===== src/rtl/pipe_pkg.sv =====
// Shared types and defaults for the pipeline stage buffer.
package pipe_pkg;

  localparam int unsigned DATA_W_DEF = 32;
  localparam logic [31:0] NOP_IR_DEF = 32'h0000_0000;

  typedef enum logic [1:0] {
    EMPTY = 2'd0,
    ONE   = 2'd1,
    FULL  = 2'd2
  } stage_state_e;

endpackage


===== src/rtl/sat_counter.sv =====
// Saturating up-counter with synchronous clear; clear wins over increment.
module sat_counter #(
  parameter int unsigned W = 16
) (
  input  logic         clk,
  input  logic         clr,
  input  logic         en,
  output logic [W-1:0] count
);

  always_ff @(posedge clk) begin
    if (clr) begin
      count <= '0;
    end else if (en && (count != {W{1'b1}})) begin
      count <= count + W'(1);
    end
  end

endmodule


===== src/rtl/pipe_stage_buf.sv =====
// Valid/ready pipeline stage buffer with instruction and side channels.
// Macro PIPE_STAGE_SKID_EN adds a skid slot and a registered in_ready.
module pipe_stage_buf
  import pipe_pkg::*;
#(
  parameter int unsigned          DATA_W = DATA_W_DEF,
  parameter int unsigned          NUM_CH = 3,
  parameter logic [DATA_W-1:0]    NOP_IR = DATA_W'(NOP_IR_DEF),
  parameter int unsigned          CNT_W  = 16
) (
  input  logic                       clk,
  input  logic                       clr,
  input  logic                       in_valid,
  output logic                       in_ready,
  input  logic [DATA_W-1:0]          in_ir,
  input  logic [NUM_CH*DATA_W-1:0]   in_data,
  input  logic                       flush,
  output logic                       out_valid,
  input  logic                       out_ready,
  output logic [DATA_W-1:0]          out_ir,
  output logic [NUM_CH*DATA_W-1:0]   out_data,
  output logic [CNT_W-1:0]           stall_cnt
);

  localparam int unsigned BUS_W = NUM_CH * DATA_W;

  stage_state_e      state, state_nxt;
  logic [DATA_W-1:0] main_ir, main_ir_nxt;
  logic [BUS_W-1:0]  main_data, main_data_nxt;
  logic              in_xfer_c;
  logic              out_xfer_c;

  assign in_xfer_c  = in_valid & in_ready;
  assign out_xfer_c = out_valid & out_ready;
  assign out_valid  = (state != EMPTY);
  assign out_ir     = main_ir;
  assign out_data   = main_data;

`ifdef PIPE_STAGE_SKID_EN
  logic [DATA_W-1:0] skid_ir, skid_ir_nxt;
  logic [BUS_W-1:0]  skid_data, skid_data_nxt;
  logic              ready_q, ready_nxt;

  assign in_ready = ready_q;
`else
  // Single slot: room exists if empty or the held entry leaves this cycle.
  assign in_ready = ~out_valid | out_ready;
`endif

  // Next-state and slot movement; flush overrides every handshake.
  always_comb begin
    state_nxt     = state;
    main_ir_nxt   = main_ir;
    main_data_nxt = main_data;
`ifdef PIPE_STAGE_SKID_EN
    skid_ir_nxt   = skid_ir;
    skid_data_nxt = skid_data;
    ready_nxt     = ready_q;
`endif
    if (flush) begin
      state_nxt     = EMPTY;
      main_ir_nxt   = NOP_IR;
      main_data_nxt = '0;
`ifdef PIPE_STAGE_SKID_EN
      skid_ir_nxt   = NOP_IR;
      skid_data_nxt = '0;
`endif
    end else begin
      case (state)
        EMPTY: begin
          if (in_xfer_c) begin
            state_nxt     = ONE;
            main_ir_nxt   = in_ir;
            main_data_nxt = in_data;
          end
        end
        ONE: begin
          if (in_xfer_c && out_xfer_c) begin
            main_ir_nxt   = in_ir;
            main_data_nxt = in_data;
          end else if (out_xfer_c) begin
            state_nxt     = EMPTY;
            main_ir_nxt   = NOP_IR;
            main_data_nxt = '0;
          end
`ifdef PIPE_STAGE_SKID_EN
          else if (in_xfer_c) begin
            state_nxt     = FULL;
            skid_ir_nxt   = in_ir;
            skid_data_nxt = in_data;
          end
`endif
        end
`ifdef PIPE_STAGE_SKID_EN
        FULL: begin
          if (out_xfer_c) begin
            state_nxt     = ONE;
            main_ir_nxt   = skid_ir;
            main_data_nxt = skid_data;
            skid_ir_nxt   = NOP_IR;
            skid_data_nxt = '0;
          end
        end
`endif
        default: begin
          state_nxt     = EMPTY;
          main_ir_nxt   = NOP_IR;
          main_data_nxt = '0;
        end
      endcase
    end
`ifdef PIPE_STAGE_SKID_EN
    ready_nxt = (state_nxt != FULL);
`endif
  end

  always_ff @(posedge clk) begin
    if (clr) begin
      state     <= EMPTY;
      main_ir   <= NOP_IR;
      main_data <= '0;
`ifdef PIPE_STAGE_SKID_EN
      skid_ir   <= NOP_IR;
      skid_data <= '0;
      ready_q   <= 1'b1;
`endif
    end else begin
      state     <= state_nxt;
      main_ir   <= main_ir_nxt;
      main_data <= main_data_nxt;
`ifdef PIPE_STAGE_SKID_EN
      skid_ir   <= skid_ir_nxt;
      skid_data <= skid_data_nxt;
      ready_q   <= ready_nxt;
`endif
    end
  end

  // Back-pressure cycles; survives flush, cleared only by clr.
  sat_counter #(
    .W (CNT_W)
  ) u_stall_cnt (
    .clk   (clk),
    .clr   (clr),
    .en    (out_valid & ~out_ready),
    .count (stall_cnt)
  );

endmodule


===== config.mk =====
export PLATFORM = sky130hd
export DESIGN_NAME = pipe_stage_buf
export DESIGN_NICKNAME = d
export VERILOG_FILES = /design/src/rtl/pipe_pkg.sv /design/src/rtl/sat_counter.sv /design/src/rtl/pipe_stage_buf.sv
export SDC_FILE = /design/constraint.sdc
export NUM_CORES = 1
export LEC_CHECK = 0
export CAP_MARGIN = 10
export CORE_ASPECT_RATIO = 2
export CORE_MARGIN = 2
export CORE_UTILIZATION = 34
export DETAILED_ROUTE_END_ITERATION = 7
export PLACE_DENSITY = 0.79
export SETUP_SLACK_MARGIN = 0.15
export SLEW_MARGIN = 10
export SYNTH_ARGS = -nofsm -noshare
export SYNTH_HDL_FRONTEND = slang
export SYNTH_HIERARCHICAL = 1
export SYNTH_SLANG_ARGS = --single-unit
export TNS_END_PERCENT = 1

===== constraint.sdc =====
create_clock -name clk -period 1.8 [get_ports clk]
set_clock_uncertainty 0.2 [all_clocks]
set_input_delay 0.27 -clock clk [delete_from_list [all_inputs] [get_ports clk]]
set_output_delay 0.27 -clock clk [all_outputs]
set_load 0.03 [all_outputs]

==> flow_metrics.env <==
export IMPL_p_int_mw=5.82
export IMPL_antenna_cells=0
export IMPL_ys_ff_latch=145
export IMPL_cpMaxStageDelayCell="or4_4"
export IMPL_rr_startpoint="u_stall_cnt/count[10]"
export IMPL_core_um2=13900
export IMPL_seq_power_share_pct=43.2
export IMPL_cpPeakStageDelay_ps=490
export IMPL_die_area_um2=15200
export IMPL_wl_um=15500
export IMPL_num_nets_final=823
export IMPL_antenna_found_initial=0
export IMPL_timing_final_ws_setup_ps=-3.76
export IMPL_required_ps=1940
export IMPL_finalSetupViolCount=1
export IMPL_path_clk_slew_ps=60
export IMPL_endpoint_kind="flip-flop"
export IMPL_num_io_pins=279
export IMPL_ys_flop_type="dfxtp_1"
export IMPL_rsz0062_at_grt="yes"
export IMPL_async_flop_share_pct=0
export IMPL_synth_top_area_share_pct=60.2
export IMPL_ys_types=35
export IMPL_leakage_nw=3.53
export IMPL_mostFrequentLayoutCell="clkdlybuf4s50_1"
export IMPL_path_cells="nand3_4 -> or4_4 -> or4_4 -> a21oi_2"
export IMPL_hold_viol=0
export IMPL_die_h_um=172
export IMPL_final_cell_mix="clkdlybuf4s50_1 (132), a22o_1 (128), dfxtp_1 (128), clkdlybuf4s15_1 (71), clkbuf_2 (38)"
export IMPL_synthTopCellsByArea="dfxtp_1 (60%), a22o_1 (23%), buf_6 (3.3%)"
export IMPL_firstDrtPassIters=4
export IMPL_grt_ovfl_total=0
export IMPL_cts_buffers=17
export IMPL_vias=4430
export IMPL_dpl_hpwl_um=11400
export IMPL_track_usage_pct=19.0
export IMPL_ir_drop_mv=0.612
export IMPL_violations="negative setup slack"
export IMPL_startpoint_type="flip-flop"
export IMPL_drive_gt1_share_pct=23.2
export IMPL_slew_violations=0
export IMPL_rows=61
export IMPL_met1_usage_pct=19.7
export IMPL_slew_limit_headroom_pct=71.3
export IMPL_cpMostUsedCell="or4_4"
export IMPL_first_iter_violations=120
export IMPL_swShare_pct=24.7
export IMPL_p_switching_mw=1.91
export IMPL_min_from="in_ir[2]"
export IMPL_cap_violations=0
export IMPL_routabilityCongestion=0.782
export IMPL_place_area_um2=7940
export IMPL_cts_tree="yes"
export IMPL_final_util_pct=61.0
export IMPL_grt_pass1_wl_um=22500
export IMPL_htree_levels=4
export IMPL_synth_cell_area_um2=4820
export IMPL_final_area_um2=8480
export IMPL_cp_startpoint="u_stall_cnt/count[10]"
export IMPL_clock_root_buffer="clkbuf_16"
export IMPL_chipWidth_um=88.2
export IMPL_area_growth_pct=75.8
export IMPL_postRouteAntennaNets=0
export IMPL_synth_edff_count=0
export IMPL_yosysTopAreaCell="dfxtp_1"
export IMPL_synthesis_nets=525
export IMPL_pre_cts_ws_ps=-281
export IMPL_clockBufferDepth=2
export IMPL_holdCritPathClass="in2reg"
export IMPL_cts_sink_count=145
export IMPL_max_freq_ghz=0.554
export IMPL_instances_no_fill=891
export IMPL_io_buffers=278
export IMPL_via_per_inst=4.97
export IMPL_clk_insertion_delay_late_ps=410
export IMPL_cp_max_fo=7
export IMPL_syn_area_per_cell_um2=12.3
export IMPL_status="finished with violations"
export IMPL_fin_crit_sh_pct=100
export IMPL_p_per_area_nw_per_um2=911
export IMPL_drc=0
export IMPL_dpl_cell_count=853
export IMPL_grt_pass1_vias=4480
export IMPL_yosys_warnings=6
export IMPL_grt_max_degree=58
export IMPL_yosysSeqAreaShare_pct=60.2
export IMPL_power_mw=7.72
export IMPL_routedWlPerCell_um=17.4
export IMPL_initial_core_util_pct=34.7
export IMPL_tightest_slew_ps=425
export IMPL_clockPowerShare_pct=46.0
export IMPL_met3_usage_pct=5.06
export IMPL_crit_arrival_ps=1950
export IMPL_postSynthCellCount=391
export IMPL_met2_usage_pct=34.5
export IMPL_post_route_min_period_ps=1800
export IMPL_num_fill_cells=1122
export IMPL_grt_busiest_layer="met2"
export IMPL_comb_power_share_pct=10.8
export IMPL_criticalPathCategory="reg2reg"
-- synth_stat cells, types with 3 or more instances --
| library cell | instances |
|---|---|
| nor2_1 | 8 |
| nand2_1 | 6 |
| dfxtp_1 | 145 |
| buf_6 | 14 |
| o31ai_1 | 6 |
| nor3_1 | 4 |
| and4_1 | 3 |
| nand3_1 | 6 |
| or3_1 | 3 |
| o21ai_0 | 4 |
| o21a_1 | 3 |
| a22o_1 | 128 |
| buf_2 | 15 |
| a21oi_1 | 10 |
| nand4_1 | 3 |
| or4_1 | 7 |
| inv_1 | 3 |
-- routing by layer --
| layer | share of wire (%) | vias to the layer above | routed length, µm |
|---|---|---|---|
| li1 | - | 2112 | - |
| met1 | 37 | 2084 | 5700 |
| met2 | 54 | 203 | 8300 |
| met3 | 6.6 | 31 | 1020 |
| met4 | 2.9 | 0 | 442 |
| met5 | 0 | - | 0 |
-- cells by family (layout without fill, tap and decap cells) --
group / after synthesis / count (layout) / synth area share (%)
AOI/OAI and AO/OA: 153 / 153 / 26.5
DFF: 145 / 145 / 60.2
and+or+nand+nor: 52 / 52 / 6.88
buffers and inverters: 36 / 347 / 5.37
xor gates and xnor gates: 2 / 2 / 0.363
muxes: 2 / 2 / 0.441
adders and majority gates: 1 / 1 / 0.259
-- worst paths after layout --
path	endpoint	slack (ps)	cells after the start
setup / recovery	u_stall_cnt/count[15]	-4	4
hold / removal	out_ir[2]	250	2
setup reg to reg	u_stall_cnt/count[15]	-4	4
hold reg to reg	out_ir[11]	270	1
-- power by group through the flow --
stage / registers (mW) / clock network, mW / logic, mW
finish: 3.34 / 3.55 / 0.834
detailed placement: 3.41 / 0 / 0.890
floorplan: 3.60 / 0 / 0.176
global placement: 3.41 / 0 / 0.874
global route: 3.35 / 3.78 / 0.876
CTS: 3.34 / 3.63 / 0.836
-- metrics by stage --
stage	hold slack (ps)	setup TNS, ps
6_report	245	-3.76
5_1_grt	233	-60.4
4_1_cts	228	0
3_5_place_dp	263	-33600
3_3_place_gp	261	-30630
2_1_floorplan	193	0
-- registers in the layout (all words and copies together), names as in the netlist --
register / cells
out_ir: 32
out_data: 96
u_stall_cnt/count: 16
state: 1
-- critical path: cells and delay by family, from the launching register on --
kind | cells | cell delay (ps)
AOI/OAI and AO/OA | 1 | 120
DFF | 1 | 390
and+or+nand+nor | 3 | 1020
-- what timing repair did --
action	in CTS	in global routing
pin swaps	11	51
gates resized for setup	235	131
hold buffers	0	0
hold endpoints to repair	0	0
buffers inserted	0	6
setup endpoints to repair	160	211
-- layout make-up --
cell class,instances,area (µm²),area share (%)
Sequential cell,145,2960,35.0
Timing Repair Buffer,311,2890,34.1
Multi-Input combinational cell,210,1770,20.9
Clock buffer,17,425,5.02
Tap cell,189,236,2.79
Clock inverter,15,173,2.04
Inverter,4,17.5,0.207
Power figures use the tool's default switching activity.
